**src/rtl/cmd_ctrl_pkg.sv**
```systemverilog
// Shared constants for the command controller: header field layout, opcode map,
// FSM encoding and the header classification helper.
package cmd_ctrl_pkg;

  localparam int OP_MSB   = 31;
  localparam int OP_LSB   = 28;
  localparam int ARGC_MSB = 27;
  localparam int ARGC_LSB = 26;
  localparam int IMM_MSB  = 25;
  localparam int IMM_LSB  = 0;

  localparam logic [3:0] OP_NOP     = 4'h0;
  localparam logic [3:0] OP_CLR_ERR = 4'hF;
  localparam logic [3:0] OP_ENG_MIN = 4'h1;
  localparam logic [3:0] OP_ENG_MAX = 4'h7;

  typedef enum logic [1:0] {
    IDLE  = 2'd0,
    ARG   = 2'd1,
    ISSUE = 2'd2,
    WAIT  = 2'd3
  } state_t;

  typedef enum logic [1:0] {
    HDR_NOP = 2'd0,
    HDR_CLR = 2'd1,
    HDR_ENG = 2'd2,
    HDR_BAD = 2'd3
  } hdr_kind_t;

  // NOP and CLR_ERR ignore argc; engine opcodes need argc 0-2.
  function automatic hdr_kind_t classify_hdr(input logic [3:0] op, input logic [1:0] argc);
    hdr_kind_t kind;
    if (op == OP_NOP)
      kind = HDR_NOP;
    else if (op == OP_CLR_ERR)
      kind = HDR_CLR;
    else if (op >= OP_ENG_MIN && op <= OP_ENG_MAX && argc != 2'd3)
      kind = HDR_ENG;
    else
      kind = HDR_BAD;
    return kind;
  endfunction

endpackage

```
**src/rtl/cmd_ctrl.sv**
```systemverilog
// Command controller: pops header plus up to two operand words from the command
// buffer, issues a one-cycle engine start and waits for engine completion.
module cmd_ctrl #(
  parameter int WDATA_WIDTH = 32
) (
  input  logic                   clk,
  input  logic                   rst_n,
  input  logic                   cmd_buff_ctrl_out_vld,
  input  logic [WDATA_WIDTH-1:0] cmd_buff_ctrl_out_data,
  output logic                   ctrl_cmd_buff_rdy,
  output logic                   ctrl_eng_start,
  output logic [2:0]             ctrl_eng_op,
  output logic [25:0]            ctrl_eng_imm,
  output logic [WDATA_WIDTH-1:0] ctrl_eng_arg0,
  output logic [WDATA_WIDTH-1:0] ctrl_eng_arg1,
  input  logic                   eng_ctrl_done,
  output logic                   ctrl_busy,
  output logic                   ctrl_err,
  output logic [15:0]            ctrl_cmd_cnt
);
  import cmd_ctrl_pkg::*;

  state_t     state;
  logic [1:0] argc_q;
  logic       arg_idx;
  logic       xfer;
  logic [3:0] hdr_op;
  logic [1:0] hdr_argc;
  hdr_kind_t  hdr_kind;

  assign ctrl_cmd_buff_rdy = (state == IDLE) || (state == ARG);
  assign ctrl_busy         = (state != IDLE);
  assign xfer              = cmd_buff_ctrl_out_vld & ctrl_cmd_buff_rdy;
  assign hdr_op            = cmd_buff_ctrl_out_data[OP_MSB:OP_LSB];
  assign hdr_argc          = cmd_buff_ctrl_out_data[ARGC_MSB:ARGC_LSB];
  assign hdr_kind          = classify_hdr(hdr_op, hdr_argc);

  always_ff @(posedge clk or negedge rst_n) begin
    if (!rst_n) begin
      state          <= IDLE;
      argc_q         <= 2'd0;
      arg_idx        <= 1'b0;
      ctrl_eng_start <= 1'b0;
      ctrl_eng_op    <= 3'd0;
      ctrl_eng_imm   <= 26'd0;
      ctrl_eng_arg0  <= '0;
      ctrl_eng_arg1  <= '0;
      ctrl_err       <= 1'b0;
      ctrl_cmd_cnt   <= 16'd0;
    end else begin
      ctrl_eng_start <= 1'b0;
      case (state)
        IDLE: begin
          if (xfer) begin
            case (hdr_kind)
              HDR_NOP: ctrl_cmd_cnt <= ctrl_cmd_cnt + 16'd1;
              HDR_CLR: ctrl_err     <= 1'b0;
              HDR_BAD: ctrl_err     <= 1'b1;
              HDR_ENG: begin
                // Operands clear here so an argc<2 command presents zeros in the unused slots.
                ctrl_eng_op   <= hdr_op[2:0];
                ctrl_eng_imm  <= cmd_buff_ctrl_out_data[IMM_MSB:IMM_LSB];
                ctrl_eng_arg0 <= '0;
                ctrl_eng_arg1 <= '0;
                argc_q        <= hdr_argc;
                arg_idx       <= 1'b0;
                if (hdr_argc == 2'd0) begin
                  state          <= ISSUE;
                  ctrl_eng_start <= 1'b1;
                end else begin
                  state <= ARG;
                end
              end
              default: ctrl_err <= 1'b1;
            endcase
          end
        end
        ARG: begin
          if (xfer) begin
            if (!arg_idx)
              ctrl_eng_arg0 <= cmd_buff_ctrl_out_data;
            else
              ctrl_eng_arg1 <= cmd_buff_ctrl_out_data;
            arg_idx <= 1'b1;
            if ({1'b0, arg_idx} + 2'd1 == argc_q) begin
              state          <= ISSUE;
              ctrl_eng_start <= 1'b1;
            end
          end
        end
        ISSUE: state <= WAIT;
        WAIT: begin
          if (eng_ctrl_done) begin
            state        <= IDLE;
            ctrl_cmd_cnt <= ctrl_cmd_cnt + 16'd1;
          end
        end
        default: state <= IDLE;
      endcase
    end
  end

endmodule
```
**config.mk**
```make
export PLATFORM = sky130hd
export DESIGN_NAME = cmd_ctrl
export DESIGN_NICKNAME = d
export VERILOG_FILES = /design/src/rtl/cmd_ctrl_pkg.sv /design/src/rtl/cmd_ctrl.sv
export SDC_FILE = /design/constraint.sdc
export NUM_CORES = 1
export LEC_CHECK = 0
export ABC_AREA = 1
export BUFFER_PORTS_ARGS = -buffer_cell sky130_fd_sc_hd__buf_2
export CORE_AREA = 2 2 110 112
export CTS_BUF_LIST = sky130_fd_sc_hd__clkbuf_4 sky130_fd_sc_hd__clkbuf_8
export DETAILED_ROUTE_END_ITERATION = 8
export DIE_AREA = 0 0 112 114
export HOLD_SLACK_MARGIN = 0.15
export PLACE_DENSITY = 0.72
export SLEW_MARGIN = 20
export SYNTH_ARGS = -nofsm -noshare
export SYNTH_HDL_FRONTEND = slang
export SYNTH_SLANG_ARGS = --single-unit
```
**constraint.sdc**
```tcl
create_clock -name clk -period 1.6 [get_ports clk]
set_input_delay 0.08 -clock clk [delete_from_list [all_inputs] [get_ports clk]]
set_output_delay 0.08 -clock clk [all_outputs]
set_load 0.005 [all_outputs]
```
# ---- Word-level counts from Yosys, hierarchy flattened
# Cells that the tools add are included.
# Widths: inputs -> output; s select.
dict set report totals {
  out_inout_bits 113
  register_bits 116
}
dict set report classes {
  n_addsub 2
  reduce_logical 18
  bitwise_logic 1
  muxes 33
  magnitude_cmp 2
  n_eq_ne 17
}
# cell n
set op_table {}
lappend op_table {{$mux 32} 6}
lappend op_table {{$pmux 32 s2} 2}
lappend op_table {{$mux 16} 3}
lappend op_table {{$pmux 16 s2} 1}
lappend op_table {{$add 16x1->16 const B} 1}
lappend op_table {{$mux 2} 8}
lappend op_table {{$reduce_and 5->1} 3}
lappend op_table {{$ne 2x2->1 const B} 6}
lappend op_table {{$mux 1} 9}
lappend op_table {{$eq 2x2->1 const B} 4}
lappend op_table {{$pmux 2 s4} 1}
lappend op_table {{$reduce_and 4->1} 2}
lappend op_table {{$reduce_bool 2->1} 4}
lappend op_table {{$logic_not 2->1} 3}
lappend op_table {{$ne 2x1->1 const B} 3}
lappend op_table {{$pmux 1 s2} 3}
lappend op_table {{$reduce_and 3->1} 2}
lappend op_table {{$eq 2x1->1 const B} 2}
lappend op_table {{$eq 4x4->1 const B} 1}
lappend op_table {{$ge 4x1->1 const B} 1}
lappend op_table {{$le 4x3->1 const B} 1}
lappend op_table {{$logic_not 4->1} 1}
lappend op_table {{$add 1x1->2 const B} 1}
lappend op_table {{$eq 2x2->1} 1}
lappend op_table {{3 further kinds} 4}

# ---- Logic depth before layout (Yosys ltp)
# Gate-level depths: netlist of the first run.
dict set report logic_depth {
  ltp_word 10
  depth_mapped 11
  ltp_nobuf 10
}

# ---- Least setup slack after synthesis of the first run
# OpenSTA, ideal clock, no wires.
dict set report synth_timing {
  kind {reg-to-reg}
  start {reg state[0]}
  end {reg ctrl_eng_imm[25]}
  setup_ps 121
  arrival_ps 1539
  period_less_slack_ps 1660
  stages_incl_launch_ff 7
  setup_slack_ps -60
  n_path_buf 1
  required_time_ps 1479
  cell_sequence {dfrtp_1 > inv_1 > ha_1 > inv_1 > nor3_4 > buf_6 > o21ai_1}
}
dict set report synth_between {
  elab_chain_cells 4
  word_cells_on_any_way 5
  cone_classes {eq/ne (1); bitwise (1); reduce/logical (3)}
}
# item line
set synth_rtl {}
lappend synth_rtl {{start, declared} cmd_ctrl.sv:23} ;# state_t state;
lappend synth_rtl {{start signal, assigned} cmd_ctrl.sv:40} ;# state <= IDLE;
lappend synth_rtl {{start signal, assigned} cmd_ctrl.sv:68} ;# state <= ISSUE;
lappend synth_rtl {{start signal, assigned} cmd_ctrl.sv:71} ;# state <= ARG;
lappend synth_rtl {{$eq 2x1->1 / $logic_not 2->1 (equally long branches)} {cmd_ctrl.sv:31, cmd_ctrl.sv:52}}
lappend synth_rtl {{$logic_or 1x1->1} cmd_ctrl.sv:31} ;# assign ctrl_cmd_buff_rdy = (state == IDLE) || (state == ARG);
lappend synth_rtl {{$and 1x1->1} cmd_ctrl.sv:33} ;# assign xfer = cmd_buff_ctrl_out_vld & ctrl_cmd_buff_rdy;
lappend synth_rtl {{$reduce_and 3->1 (no line) *} n/a}
lappend synth_rtl {{end signal, assigned} cmd_ctrl.sv:62} ;# ctrl_eng_imm <= cmd_buff_ctrl_out_data[IMM_MSB:IMM_LSB];
lappend synth_rtl {{end, declared} cmd_ctrl.sv:13} ;# output logic [25:0] ctrl_eng_imm,
# Mark *: on every way between the ends. The rest lies on a longest branch, timed or not.
# A chain may end at the register's enable or synchronous reset.

# ---- Worst setup path in the final report of the first run
dict set report layout_timing {
  start {reg state[0]}
  end {out ctrl_cmd_buff_rdy}
}
dict set report layout_between {
  elab_chain_cells 2
  word_cells_on_any_way 3
  cone_classes {eq/ne (1); reduce/logical (2)}
}
# item line
set layout_rtl {}
lappend layout_rtl {{$eq 2x1->1 / $logic_not 2->1 (equally long branches)} cmd_ctrl.sv:31}
lappend layout_rtl {{$logic_or 1x1->1 *} cmd_ctrl.sv:31}
lappend layout_rtl {{end, declared} cmd_ctrl.sv:10} ;# output logic ctrl_cmd_buff_rdy,
# Marked as above.

==> results of run 1 <==
## cells by family (layout without fill, tap and decap cells)
group	after synthesis	count (layout)
and+or+nand+nor	243	243
AOI/OAI and AO/OA	110	110
xor gates and xnor gates	10	10
buffers and inverters	75	291
adders and majority gates	6	6
DFF	116	116
## layout make-up
cell class              instances  area (um2)
clock buffers                  18         248
clock inverters                14         176
fillers                      1004        4630
inverters                      51         194
repair buffers                208        1410
well taps                     147         184
multi-input cells             369        1970
flip-flops and latches        116        2900
## worst min-delay path, cell delays in order
cell and delay [ns]:
dlygate4sd3_1 0.52, buf_4 0.15, buf_12 0.26
## placed cells by master, fill, tap and decap left out
cell           count
a21oi_4            1
buf_12             8
buf_2            146
buf_4             13
buf_6              3
buf_8              1
bufinv_16          3
clkbuf_8          18
clkinv_2           1
clkinv_4           2
clkinvlp_4         5
dfrtp_1          116
dlygate4sd3_1     37
ha_1               3
ha_2               1
ha_4               2
inv_1             45
inv_2              5
inv_4              1
inv_6              3
nand2_1          177
nand2_2           17
nand2_4            2
nand3_1            9
nand3_4            1
nand3b_4           1
nand4_1            4
nor2_1            21
nor2_2             3
nor2_4             7
nor3_4             1
o21a_1             1
o21ai_0           27
o21ai_1           49
o21ai_2           31
o21bai_1           1
xnor2_1            1
xor2_1             9
## how the worst max path moves through the flow
| stage | from | to | slack (ns) | cells past startpoint |
|---|---|---|---|---|
| after floorplan | state[0] | ctrl_eng_imm[25] | -0.01 | 6 |
| after global placement | state[0] | ctrl_cmd_cnt[12] | 0.002 | 7 |
| after detailed placement | state[0] | ctrl_cmd_cnt[11] | -0.07 | 8 |
| after CTS | state[0] | ctrl_cmd_cnt[8] | -0.006 | 9 |
| after global routing | state[0] | ctrl_eng_arg1[6] | -0.07 | 9 |
| final | state[0] | ctrl_cmd_buff_rdy | 0.02 | 5 |
## power by group through the flow
stage	registers [mW]	logic (mW)	clock network, mW
after global placement	4.71	4.53	0
after floorplan	4.79	2.44	0
final	4.77	5.25	2.85
after detailed placement	4.76	4.68	0
after global routing	4.89	5.84	3.06
after CTS	4.73	4.92	2.92
## registers in the layout, summed over array words and instances, names as in the netlist
| register | cells |
|---|---|
| ctrl_err | 1 |
| state | 2 |
| ctrl_eng_arg0 | 32 |
| ctrl_eng_start | 1 |
| ctrl_cmd_cnt | 16 |
| ctrl_eng_op | 3 |
| argc_q | 2 |
| arg_idx | 1 |
| ctrl_eng_imm | 26 |
| ctrl_eng_arg1 | 32 |
## metrics by stage
step                hold WS (ns)  setup TNS, ns  power (mW)  util (%)
floorplan                 -0.216         -0.114        7.23         -
global placement         -0.0381              0        9.25      52.0
detailed placement       -0.0345          -1.54        9.44      52.0
CTS                        0.205        -0.0165        12.6      59.4
global route               0.222          -2.73        13.8      60.4
finish                     0.206              0        12.9      60.4
## repair_timing
action	CTS	global route
gates resized for setup	16	73
pin swaps	4	4
setup buffers	3	3
hold buffers	37	0
setup endpoints to repair	76	54
endpoints found under the hold margin	215	0
## per-layer routing
layer	vias up	global-route usage [%]	share of wire [%]
li1	2176	-	-
met1	2163	26.5	42
met2	155	35.6	50
met3	25	5.58	5.6
met4	0	8.13	1.8
met5	-	0	0
==> run metrics, run 1 <==
std cell rows 40; sequential share of power 37.0%; R2R Setup Slk approximately 0.018 ns; Cell Area, Placed between 0.006 and 0.007 mm2; chip height between 100 and 150 um; combinational share of power 40.8%; clock-pin slew of the registers on the worst-case setup and hold paths 0.07 ns; Syn Inst Count 560; Worst path max stage delay ~0.42 ns; final worst setup slack 0.0176 ns; Clk pwr share 22.2%; number of vias per cell around 4.9; layout cells sized above 1 35.6%; fin. max-slew vios 0; CP Capture Type output port; RSZ-0062 raised after global routing yes; HP Class input pin to asynchronous set/reset pin; period utilisation layout a little over nine tenths; vias in the first global route 4416; R2R cell count 9; Max Cap Viol 0; vias 4519; async set-or-reset flop fraction in the synthesized netlist 100%; complex-gate fraction of the synthesized area about an eighth; adder-cell share of the synthesized area about 1.5%; top cells by area, synth dfrtp_1, nand2_1, o21ai_0; worst setup path category flip-flop to output port; CP Cell Sequence buf_4 -> ha_4 -> nor2_4 -> inv_2 -> buf_6; Skew-Pair Late Insertion Delay approximately 0.43 ns; Main synth FF type dfrtp_1; Seq/Total Area, Yosys 57.1%; final cell count without fillers just over 900; Final Cell Area 0.00708 mm2; Rel. slew slack 55.9%; htree depth 4; Routed WL between 10000 and 15000 um; DRC viols 0; Max Freq ~0.63 GHz; Iter 0 DRT Violations 363; xor and xnor area share after synthesis 1.72%; Worst setup SP type flip-flop; Final nets 805; largest net degree at the start of global routing 54; Initial Utilization 43.4%; number of routed nets with antenna violations 0; Area Growth Syn to Fin 39.3%; Inserted Clock Buffers 17; Slowest-stage cell, CP dfrtp_1; CTS tree yes; Core ar. 0.0117 mm2; Final Hold Viols 0; CP top delay family flip-flops; share of the synthesized area in the top cell type 57.1%; P_sw 4.87 mW; count leader, synth nand2_1; GP Congestion 0.873; VDD IR max 0.763 mV; largest family of logic cells by synthesized area simple AND/OR/NAND/NOR gates; minimum clock period between 1.5 and 2 ns; FF-to-FF Start state[0]; DIE WIDTH about 110 um; Post-synth EDFFs 0; Detailed Place HPWL 8940 um; synth warn 0; Setup Viol. Count Final 0; Reg-to-Reg End ctrl_eng_arg1[10]; Critical Path AT roughly 1.5 ns; Yosys reg bits 116; synthesized area per cell approximately 9.1 um2; cell taking the most area after synthesis dfrtp_1; Clock Tree Buf Depth 2; Setup Slack @ Placement -0.0722 ns; post-synthesis mux area share 0%; Syn Nets 602; Avg WL per Cell ~14 um; Root Buffer clkbuf_8; antenna violations before repair 0; worst slew pin tran about 0.66 ns; clk_skew 0.0143 ns; Switching Share 37.8%; grt ovf 0; Int Pwr 8.00 mW; first-pass GRT wire length 21400 um; CP max FO 4; pwr dens 1820 mW/mm2; clk sink count roughly 120; number of buffers added on ports 148; Post-Syn Area 0.00508 mm2; Bufs and invs on worst path 3; most instantiated cells after synthesis nand2_1, dfrtp_1, o21ai_0; Ports between 100 and 150; Lkg Pwr between 3 and 4 nW; critical path required time ~1.5 ns; total global-route track usage 21.2%; dpl cells 849; status finished, final reports clean; n_diodes 0; Synth Area in Simple Gates 19.6%; Pre-antenna DRT Iters 5; Cell variety after synth 24; die area 0.0128 mm2
(Power assumes the default switching activity.)
==> inputs of run 2 (changes only) <==
--- a/config.mk
+++ b/config.mk
@@ -7,12 +7,12 @@
 export LEC_CHECK = 0
 export ABC_AREA = 1
 export BUFFER_PORTS_ARGS = -buffer_cell sky130_fd_sc_hd__buf_2
-export CORE_AREA = 2 2 110 112
+export CORE_AREA = 2 2 90 127
 export CTS_BUF_LIST = sky130_fd_sc_hd__clkbuf_4 sky130_fd_sc_hd__clkbuf_8
 export DETAILED_ROUTE_END_ITERATION = 8
-export DIE_AREA = 0 0 112 114
+export DIE_AREA = 0 0 92 129
 export HOLD_SLACK_MARGIN = 0.15
-export PLACE_DENSITY = 0.72
+export PLACE_DENSITY = 0.77
 export SLEW_MARGIN = 20
 export SYNTH_ARGS = -nofsm -noshare
 export SYNTH_HDL_FRONTEND = slang
==> run metrics, run 2 (synthesis results as in run 1) <==
status complete, but fails checks; failing checks negative setup slack; Final nets 815 (+1.2%); P_sw 4.98 mW (+2.2%); RSZ-0062 raised after global routing yes; number of vias per cell 5.14 (+5.0%); Rel. slew slack 66.8% (+11 points); Iter 0 DRT Violations 243 (-33%); Skew-Pair Late Insertion Delay 0.43 ns (about the same); largest net degree at the start of global routing 61 (+13%); clk sink count 116 (unchanged); period utilisation layout 102% (+3.3 points); total global-route track usage 23.5% (+2.3 points); Root Buffer clkbuf_8; Max Cap Viol 0 (unchanged); fin. max-slew vios 0 (unchanged); chip height 129 um (+13%); worst setup path category flip-flop to output port; layout cells sized above 1 36.7% (+1.2 points); CTS tree yes; Clock Tree Buf Depth 2 (unchanged); Final Util 67.6% (+7.1 points); critical path required time 1.52 ns (about the same); HP Class input pin to asynchronous set/reset pin; Slowest-stage cell, CP dfrtp_1; Lkg Pwr 3.65 nW (+2.5%); Cell Area, Placed 0.00607 mm2 (-0.37%); DRC viols 0 (unchanged); Setup Viol. Count Final 28 (+28); clk_skew 0.00744 ns (-0.00685 ns); Area Growth Syn to Fin 42.3%; n_diodes 0 (unchanged); Switching Share 37.4% (-0.37 points); most frequent cells in the layout nand2_1, buf_2, dfrtp_1; CP Capture Type output port; final worst setup slack -0.0355 ns (-0.0531 ns); die area 0.0119 mm2 (-7.0%); vias in the first global route 4609 (+4.4%); Clk pwr share 21.1% (-1.1 points); std cell rows 45 (+13%); grt ovf 0 (unchanged); Crit path top cell by count buf_6; final cell count without fillers 925 (+0.22%); Final Cell Area 0.00723 mm2 (+2.1%); Ports 149 (unchanged); Largest regs ctrl_eng_arg0 (32), ctrl_eng_arg1 (32), ctrl_eng_imm (26); number of buffers added on ports 148 (unchanged); Max Freq 0.611 GHz (-3.2%); DIE WIDTH 92 um (-18%); Pre-antenna DRT Iters 5 (unchanged); commonest non-fill, non-tap cell in the layout nand2_1; htree depth 4 (unchanged); VDD IR max 1.22 mV (+60%); Final Hold Viols 0 (unchanged); Worst setup SP type flip-flop; clock-pin slew of the registers on the worst-case setup and hold paths 0.07 ns (about the same); Worst path max stage delay 0.43 ns (about the same); Avg WL per Cell 16.1 um (+12%); first-pass GRT wire length 21900 um (+2.2%); Int Pwr 8.31 mW (+3.8%); Inserted Clock Buffers 17 (unchanged); antenna violations before repair 0 (unchanged); minimum clock period 1.64 ns (+0.0531 ns); setup_tns -0.264 ns (-0.264 ns); number of routed nets with antenna violations 0 (unchanged); Routed WL 14900 um (+12%); CP Cell Sequence buf_6 -> ha_4 -> nor2_4 -> buf_6 -> inv_2 -> buf_2; worst slew pin tran 0.498 ns (-0.162 ns); dpl cells 841 (-0.94%); combinational share of power 42.9% (+2.1 points); CP max FO 5 (+1); Detailed Place HPWL 9140 um (+2.2%); sequential share of power 35.9% (-1.1 points); vias 4753 (+5.2%); Critical Path AT 1.56 ns (+0.06 ns); GP Congestion 0.899 (+3.0%); pwr dens 1840 mW/mm2 (+1.1%); Initial Utilization 47.5% (+4.1 points); Core ar. 0.0107 mm2 (-8.7%)
## run 2: stage by stage
stage / setup WS [ns] / hold WS, ns / total power [mW]
after global placement: 0.0249 / -0.117 / 9.25
after floorplan: -0.0131 / -0.216 / 7.23
after global routing: -0.0953 / 0.210 / 14.1
final: -0.0355 / 0.193 / 13.3
after detailed placement: -0.0635 / -0.117 / 9.45
after CTS: -0.0318 / 0.184 / 12.6
## run 2: power by group through the flow
stage	clock (mW)	combinational, mW	sequential (mW)
floorplan	0	2.44	4.79
global placement	0	4.54	4.71
detailed placement	0	4.70	4.75
CTS	2.87	4.98	4.72
global route	2.99	6.25	4.89
finish	2.81	5.70	4.77
## run 2: what timing repair did
action                                 CTS  global route
hold buffers                            37             0
gates resized for setup                 13            78
buffers inserted                         3             7
pin swaps                                1             9
gates cloned                             0             7
setup endpoints to repair              111           112
endpoints found under the hold margin  215             0
## run 2: final timing paths
check                                           startpoint                 to  slack [ns]  depth (start not counted)
worst min register to register           ctrl_eng_arg0[13]  ctrl_eng_arg0[13]        0.48                          2
worst max register to register                    state[0]     ctrl_eng_op[1]       -0.03                          8
worst min-delay path                                 rst_n   ctrl_eng_imm[20]        0.19                          3
max in group asynchronous                            rst_n           state[0]        0.95                          3
worst max-delay path                              state[0]  ctrl_cmd_buff_rdy       -0.04                          6
min in group clk                cmd_buff_ctrl_out_data[11]   ctrl_eng_imm[11]        0.41                          4
## run 2: layout make-up
class	instances	area (um2)
timing repair buffer	217	1560
inverter	51	195
tap	141	176
fill	804	3470
timing repair inverter	1	7.51
clock inverter	12	164
multi-input combinational	369	1980
sequential	116	2900
clock buffer	18	241
## run 2: critical path, delay by kind of cell, from the launching register on
kind | cells | cell delay, ns
flops | 1 | 0.43
buf+inv | 4 | 0.40
fa+ha+maj | 1 | 0.17
simple gates | 1 | 0.13
## run 2: metal layers
layer | up-vias | share of wire, % | global-route usage [%]
li1 | 2195 | - | -
met2 | 197 | 54 | 40.8
met5 | - | 0 | 0
met1 | 2306 | 37 | 27.2
met4 | 0 | 4.0 | 12.8
met3 | 55 | 5.0 | 4.98
==> inputs of run 3 (changes only) <==
--- a/config.mk
+++ b/config.mk
@@ -13,6 +13,7 @@
 export DIE_AREA = 0 0 92 129
 export HOLD_SLACK_MARGIN = 0.15
 export PLACE_DENSITY = 0.77
+export RECOVER_POWER = 25
 export SLEW_MARGIN = 20
 export SYNTH_ARGS = -nofsm -noshare
 export SYNTH_HDL_FRONTEND = slang
==> run metrics, run 3 (synthesis results as in run 1) <==
Clock Tree Buf Depth 2 (unchanged); Skew-Pair Late Insertion Delay 0.43 ns (about the same); Area Growth Syn to Fin 41.9%; Largest regs ctrl_eng_arg0 (32), ctrl_eng_arg1 (32), ctrl_eng_imm (26); failing checks negative setup slack; minimum clock period 1.64 ns (+0.00763 ns); CP top delay family flip-flops; Worst path max stage delay 0.43 ns (about the same); Ports 149 (unchanged); met1 wire length 5590 um (+1.2%); chip height 129 um (unchanged); Inserted Clock Buffers 17 (unchanged); Setup Slack @ Placement -0.0635 ns (unchanged); die area 0.0119 mm2 (unchanged); Bufs and invs on worst path 4 (unchanged); grt ovf 0 (unchanged); clk sink count 116 (unchanged); worst setup path category flip-flop to output port; Worst setup SP type flip-flop; VDD IR max 1.22 mV (about the same); Critical Path AT 1.56 ns (about the same); critical path required time 1.52 ns (about the same); n_diodes 0 (unchanged); first-pass GRT wire length 21900 um (unchanged); CP Capture Type output port; number of routed nets with antenna violations 0 (unchanged); Crit path depth 6 (unchanged); CP Cell Sequence buf_6 -> ha_4 -> nor2_4 -> buf_6 -> inv_2 -> buf_2; period utilisation layout 103% (+0.48 points); worst slew pin tran 0.912 ns (+0.414 ns); Rel. slew slack 39.2% (-28 points); DRC viols 0 (unchanged); clock-pin slew of the registers on the worst-case setup and hold paths 0.07 ns (about the same); std cell rows 45 (unchanged); largest net degree at the start of global routing 61 (unchanged); number of buffers added on ports 148 (unchanged); final worst setup slack -0.0432 ns (-0.00763 ns); Core ar. 0.0107 mm2 (unchanged); DIE WIDTH 92 um (unchanged); Pre-antenna DRT Iters 5 (unchanged); WL met2 8130 um (+0.71%); number of vias per cell 5.13 (-0.11%); vias 4748 (-0.11%); layout cells sized above 1 36.5% (-0.26 points); clk_skew 0.00812 ns (+0.000679 ns); Iter 0 DRT Violations 292 (+20%); commonest non-fill, non-tap cell in the layout nand2_1; Final nets 815 (unchanged); Fill cells 807 (+0.37%); Crit path top cell by count buf_6; Initial Utilization 47.5% (unchanged); Final Hold Viols 0 (unchanged); Max Cap Viol 0 (unchanged); CP max FO 5 (unchanged); antenna violations before repair 0 (unchanged); GP Congestion 0.899 (unchanged); htree depth 4 (unchanged); max layer used met4; metal3 WL 738 um (-0.27%); Setup Viol. Count Final 27 (-3.6%); CTS tree yes; Routed WL 15000 um (+0.74%); HP Class input pin to asynchronous set/reset pin; Root Buffer clkbuf_8; Slowest-stage cell, CP dfrtp_1; most frequent cells in the layout nand2_1, buf_2, dfrtp_1; Detailed Place HPWL 9140 um (unchanged); Lkg Pwr 3.64 nW (-0.33%); Avg WL per Cell 16.3 um (+0.74%); Pwr Total 13.3 mW (+0.14%); vias in the first global route 4609 (unchanged); pwr dens 1850 mW/mm2 (+0.42%); RSZ-0062 raised after global routing yes; Max Freq 0.609 GHz (-0.46%); status complete, but fails checks; fin. max-slew vios 0 (unchanged); total global-route track usage 23.5% (unchanged); R2R cell count 8 (unchanged)
[run 3: area by class of cell]
type / instances / area (um2) / area share (%)
Clock inverter: 12 / 164 / 2.27
Multi-Input combinational cell: 369 / 1980 / 27.4
Sequential cell: 116 / 2900 / 40.3
Tap cell: 141 / 176 / 2.45
Clock buffer: 18 / 241 / 3.35
Inverter: 51 / 195 / 2.71
Timing Repair inverter: 1 / 7.51 / 0.104
Timing Repair Buffer: 217 / 1540 / 21.4
[run 3: layer usage]
| layer | vias up | global-route usage, % |
|---|---|---|
| li1 | 2194 | - |
| met3 | 56 | 4.98 |
| met2 | 199 | 40.8 |
| met5 | - | 0 |
| met1 | 2299 | 27.2 |
| met4 | 0 | 12.8 |
[run 3: worst paths after layout]
kind	start	endpoint	slack, ns
setup / recovery	state[0]	ctrl_cmd_buff_rdy	-0.04
hold / removal	rst_n	ctrl_eng_arg0[23]	0.34
setup reg to reg	state[0]	ctrl_eng_op[1]	-0.03
hold reg to reg	ctrl_eng_arg0[11]	ctrl_eng_arg0[11]	0.48
max in group asynchronous	rst_n	ctrl_eng_arg1[15]	0.57
min in group clk	cmd_buff_ctrl_out_data[11]	ctrl_eng_imm[11]	0.41
[run 3: report_power, final]
| group | switching (mW) | internal [mW] | leakage, nW |
|---|---|---|---|
| registers | 0.725 | 4.05 | 1.50 |
| clock network | 1.15 | 1.68 | 0.215 |
| logic | 3.13 | 2.58 | 1.93 |
| total | 5.00 | 8.30 | 3.64 |
[run 3: worst reg2reg max path, delay by kind of cell, from the launching register on]
family / cells / cell delay (ns)
compound gates: 1 / 0.05
fa+ha+maj: 1 / 0.18
buf+inv: 4 / 0.55
flops: 1 / 0.43
simple gates: 2 / 0.36
[run 3: stage by stage]
stage          TNS, ns  cells  utilization [%]  hold slack (ns)  instance area, um2
6_report        -0.271    925             67.4            0.335                7210
5_1_grt          -3.25    925             67.4            0.414                7210
4_1_cts        -0.0318    911             64.7            0.184                6920
3_5_place_dp     -1.88    841             56.7           -0.117                6070
3_3_place_gp         0    841             56.7           -0.117                6070
2_1_floorplan   -0.114    560                -           -0.216                5080
[run 3: what timing repair did]
item                       CTS  global route
gates resized for setup     13            78
buffers inserted             3             7
hold buffers                37             0
setup endpoints to repair  111           112
hold endpoints to repair   215             0
cloned                       0             7
pin swaps                    1             9
